File: src/rtl/vga_pkg.sv
// Shared VGA 640x480 timing defaults, derived totals/sync bounds, and the coordinate type.
package vga_pkg;

    localparam int H_ACTIVE_D = 640;
    localparam int H_FP_D     = 16;
    localparam int H_SYNC_D   = 96;
    localparam int H_BP_D     = 48;
    localparam int V_ACTIVE_D = 480;
    localparam int V_FP_D     = 10;
    localparam int V_SYNC_D   = 2;
    localparam int V_BP_D     = 33;

    localparam int H_TOTAL_D  = H_ACTIVE_D + H_FP_D + H_SYNC_D + H_BP_D;
    localparam int V_TOTAL_D  = V_ACTIVE_D + V_FP_D + V_SYNC_D + V_BP_D;
    localparam int HS_START_D = H_ACTIVE_D + H_FP_D;
    localparam int HS_END_D   = H_ACTIVE_D + H_FP_D + H_SYNC_D - 1;
    localparam int VS_START_D = V_ACTIVE_D + V_FP_D;
    localparam int VS_END_D   = V_ACTIVE_D + V_FP_D + V_SYNC_D - 1;

    typedef logic [9:0] coord_t;

endpackage

File: src/rtl/edge_rise.sv
// Registered rising-edge detector: rise is high on the clk cycle where d goes 0->1.
module edge_rise (
    input  logic clk,
    input  logic clr_n,
    input  logic d,
    output logic rise
);

    logic d_q;

    always_ff @(posedge clk or negedge clr_n) begin
        if (!clr_n) d_q <= 1'b0;
        else        d_q <= d;
    end

    assign rise = d & ~d_q;

endmodule

File: src/rtl/vga_sync.sv
// VGA timing generator; dclk qualifies counter advance inside the clk domain.
// VGA_SYNC_EDGE_DET_EN: treat dclk as a level and tick on its rising edge; otherwise dclk is a strobe.
module vga_sync
    import vga_pkg::*;
#(
    parameter int H_ACTIVE = H_ACTIVE_D,
    parameter int H_FP     = H_FP_D,
    parameter int H_SYNC   = H_SYNC_D,
    parameter int H_BP     = H_BP_D,
    parameter int V_ACTIVE = V_ACTIVE_D,
    parameter int V_FP     = V_FP_D,
    parameter int V_SYNC   = V_SYNC_D,
    parameter int V_BP     = V_BP_D
) (
    input  logic       clk,
    input  logic       clr_n,
    input  logic       dclk,
    output logic       hsync,
    output logic       vsync,
    output logic       video_on,
    output logic [9:0] x,
    output logic [9:0] y,
    output logic       line_start,
    output logic       frame_start
);

    localparam int H_TOTAL = H_ACTIVE + H_FP + H_SYNC + H_BP;
    localparam int V_TOTAL = V_ACTIVE + V_FP + V_SYNC + V_BP;

    localparam coord_t H_LAST   = coord_t'(H_TOTAL - 1);
    localparam coord_t V_LAST   = coord_t'(V_TOTAL - 1);
    localparam coord_t H_VIS    = coord_t'(H_ACTIVE);
    localparam coord_t V_VIS    = coord_t'(V_ACTIVE);
    localparam coord_t HS_START = coord_t'(H_ACTIVE + H_FP);
    localparam coord_t HS_END   = coord_t'(H_ACTIVE + H_FP + H_SYNC - 1);
    localparam coord_t VS_START = coord_t'(V_ACTIVE + V_FP);
    localparam coord_t VS_END   = coord_t'(V_ACTIVE + V_FP + V_SYNC - 1);

    if (H_TOTAL > 1024 || V_TOTAL > 1024) begin : g_bad_timing
        $error("vga_sync: H_TOTAL/V_TOTAL must not exceed 1024");
    end

    logic pix_tick;

`ifdef VGA_SYNC_EDGE_DET_EN
    edge_rise u_edge (
        .clk  (clk),
        .clr_n(clr_n),
        .d    (dclk),
        .rise (pix_tick)
    );
`else
    assign pix_tick = dclk;
`endif

    coord_t x_nx, y_nx;
    logic   hsync_nx, vsync_nx, video_nx;

    always_comb begin
        x_nx = x + 10'd1;
        y_nx = y;
        if (x == H_LAST) begin
            x_nx = '0;
            y_nx = (y == V_LAST) ? '0 : y + 10'd1;
        end
        // Decode from the next counter values so outputs line up with the new (x, y).
        hsync_nx = !((x_nx >= HS_START) && (x_nx <= HS_END));
        vsync_nx = !((y_nx >= VS_START) && (y_nx <= VS_END));
        video_nx = (x_nx < H_VIS) && (y_nx < V_VIS);
    end

    always_ff @(posedge clk or negedge clr_n) begin
        if (!clr_n) begin
            x           <= '0;
            y           <= '0;
            hsync       <= 1'b1;
            vsync       <= 1'b1;
            video_on    <= 1'b0;
            line_start  <= 1'b0;
            frame_start <= 1'b0;
        end else begin
            line_start  <= 1'b0;
            frame_start <= 1'b0;
            if (pix_tick) begin
                x           <= x_nx;
                y           <= y_nx;
                hsync       <= hsync_nx;
                vsync       <= vsync_nx;
                video_on    <= video_nx;
                line_start  <= (x_nx == '0);
                frame_start <= (x_nx == '0) && (y_nx == '0);
            end
        end
    end

endmodule

File: config.mk
export PLATFORM = sky130hd
export DESIGN_NAME = vga_sync
export DESIGN_NICKNAME = d
export VERILOG_FILES = /design/src/rtl/vga_pkg.sv /design/src/rtl/edge_rise.sv /design/src/rtl/vga_sync.sv
export SDC_FILE = /design/constraint.sdc
export NUM_CORES = 1
export LEC_CHECK = 0
export CORE_ASPECT_RATIO = 0.8
export CORE_UTILIZATION = 48
export DETAILED_ROUTE_END_ITERATION = 8
export PLACE_DENSITY = 0.81
export SLEW_MARGIN = 20
export SYNTH_ARGS = -nofsm -noshare
export SYNTH_HDL_FRONTEND = slang
export SYNTH_HIERARCHICAL = 1
export SYNTH_SLANG_ARGS = --single-unit
File: constraint.sdc
create_clock -name clk -period 2.3 [get_ports clk]
set_input_delay 0.345 -clock clk [delete_from_list [all_inputs] [get_ports clk]]
set_output_delay 0.345 -clock clk [all_outputs]
set_load 0.01 [all_outputs]
==> metrics.yaml <==
run_status:
  status: "completed"
clock_network:
  cts-root-buf: "clkbuf_8"
  cts_tree: "built"
  ctsHoldBuffers: 0
  cts_buffers: 3
  cts_max_level: 1
  clockBufferDepth: 2
  clock_sinks: 25
  clk_latency_ps: 270
  cts_setup_buffers: 0
  path_clk_slew_ps: 90
place:
  post-place-ws_ps: 8.36
  globalplace.congestion: 0.993
  detailedPlacementHpwl_um: 3290
  placedCellCount: 259
  portBuffers: 27
worst_setup_path:
  critPathMaxFanout: 12
  cp.arrival_ps: 2440
  critical_path_class: "reg -> reg"
  startpoint_type: "flip-flop"
  required_ps: 2510
  cp_num_buf_inv: 0
  r2r_setup_slack_ps: 70
  cpMaxStageDelayCell: "or4_4"
  slowest_delay_ps: 540
  cp-end-kind: "flip-flop"
  cp_cell_sequence: "ha_4 -> nand4_2 -> or4_4 -> nor3_2 -> xnor2_1 -> o211a_1 -> and4b_1"
  path_delay_family: "simple AND/OR/NAND/NOR gates"
timing:
  tns_ps: 0
  slew_viol_final: 0
  fin_crit_sh_pct: 97.1
  skew_ps: 3.98
  worst_pin_slew_ps: 545
  finalSetupViolCount: 0
  hold_viol_final: 0
  layout_min_cycle_time_ps: 2230
  timing.fmax_mhz: 448
  max_slew_margin_pct: 63.2
  setup_slack_ps: 66.1
min_path:
  hold_class: "in -> async"
detailed_routing:
  via_per_inst: 6.07
  ant_nets: 0
  drtIter0Drc: 140
  vias: 1596
  firstDrtPassIters: 7
  post_drt_wl_per_cell_um: 16.9
  drc: 0
  drt_wl_total_um: 4430
yosys:
  netlist_instances: 190
  syn_area_per_cell_um2: 8.84
  synthArstFlopShare_pct: 100
  ys_warn_count: 6
  synth-edff-count: 0
  yosysUniqueCellTypes: 52
  synth_seq_cells: 25
  synth-main-ff-cell: "dfrtp_1"
  synth_area_leader_cell: "dfrtp_1"
  synth_top_area_share_pct: 34.3
  netlist_area_mm2: 0.00168
  seq_area_frac_synth_pct: 37.4
  synth_area_leaders: "dfrtp_1 34%, xnor2_1 5.2%, nor2_1 4.2%"
  syn-num-nets: 198
final_layout:
  utilization_pct: 67.5
  final_cells: 263
  layout-drive-gt1-share_pct: 17.9
  antenna_cells: 0
  syn2layout_area_growth_pct: 28.5
  fin_nets: 232
power_and_ir_drop:
  p_leak_nw: 0.919
  power_density_mw_per_mm2: 651
  vdd_drop_max_uv: 484
floorplan:
  coreArea_mm2: 0.00320
  die_h_um: 54.9
  dieWidth_um: 68.1
  die-area_mm2: 0.00374
  initial_utilization_pct: 52.5
  ioPinCount: 28
  rows: 18
global_routing:
  antenna_found_initial: 0
  grtUsageTotal_pct: 25.9
  overflow: 0
  grt_start_max_net_pins: 26
  grt_pass1_wl_um: 7000
  grt_pass1_vias: 1408
job:
  cap_violations: 0
[cell type report]
type                       instances  area [um2]
fill                             239        1040
multi-input combinational        142        1000
sequential                        25         631
timing repair buffer              44         398
tap                               40        50.0
clock buffer                       3        41.3
inverter                           8        30.0
clock inverter                     1        7.51
[power breakdown]
group	switching, mW	internal, mW	total (mW)
Combinational	0.274	0.294	0.569
Sequential	0.0667	0.500	0.567
Clock	0.147	0.123	0.270
Total	0.488	0.918	1.41
[Yosys cell counts, types with 2 or more instances]
master / n
a21oi_1: 6
a31oi_1: 4
buf_2: 3
mux2_2: 2
nor2_1: 19
or4_1: 2
nand4_1: 6
or3_1: 2
o22ai_1: 2
mux2i_1: 3
nand2_1: 14
dfstp_2: 2
o21ai_0: 11
ha_1: 5
nand3_1: 12
and2_1: 2
xor2_1: 4
o211ai_1: 2
and3_1: 3
dfrtp_1: 23
a21o_1: 2
a211o_1: 2
clkbuf_1: 11
xnor2_1: 10
inv_1: 8
nor3_1: 2
and4_1: 3
[timing repair]
action | in CTS | in global routing
pin swaps | 0 | 1
endpoints found under the setup margin | 1 | 3
gates resized for setup | 1 | 8
gates cloned | 0 | 0
endpoints found under the hold margin | 0 | 0
[layer usage]
metal | wire length [um] | vias up | share of wire, % | GRT usage, %
met3 | 340 | 10 | 7.7 | 6.56
met5 | 0 | - | 0 | 0
met2 | 1930 | 80 | 44 | 37.6
li1 | - | 752 | - | -
met1 | 2100 | 754 | 47 | 37.8
met4 | 67 | 0 | 1.5 | 6.94
[flip-flops by register name (all words and copies together), names as in the netlist]
name and cells:
x 10, y 10, frame_start 1, hsync 1
line_start 1, video_on 1, vsync 1
[stage by stage]
step                area, um2  total power [mW]  hold WS, ps
finish                   2160              1.41          427
global route             2160              1.50          477
floorplan                1690             0.882         49.4
CTS                      2120              1.41          437
global placement         2070              1.12          506
detailed placement       2070              1.14          507
[kinds of logic after synthesis]
family	count (synthesis)	synth area share, %
AOI/OAI and AO/OA	40	15.9
and+or+nand+nor	78	26.7
xor gates and xnor gates	14	7.30
buffers and inverters	23	5.81
adders and majority gates	5	3.73
DFF	25	37.4
muxes	5	3.13
[worst paths after layout]
check | from | endpoint | cells past startpoint
worst min-delay path | clr_n | x[2] | 2
min in group clk | vsync | vsync | 2
worst min register to register | vsync | vsync | 2
worst max register to register | x[0] | frame_start | 7
worst max-delay path | x[0] | frame_start | 7
max in group asynchronous | clr_n | vsync | 2
[placed cells by master (no fill, tap or decap), drive strengths merged, types with 2 or more instances in the layout]
master         Yosys  final
a2111oi            2      2
a211o              2      2
a21o               2      2
a21oi              6      6
a31oi              4      4
and2               2      2
and3               3      3
and4               3      3
buf                4     17
clkbuf            11      3
clkdlybuf4s50      0     27
dfrtp             23     23
dfstp              2      2
ha                 5      5
inv                8      8
mux2               2      2
mux2i              3      3
nand2             14     14
nand3             12     12
nand3b             2      2
nand4              7      7
nor2              19     19
nor3               3      3
nor4               2      2
o211ai             2      2
o21ai             12     12
o22ai              2      2
or3                2      2
or4                3      3
xnor2             10     10
xor2               4      4
Power figures use the tool's default switching activity.
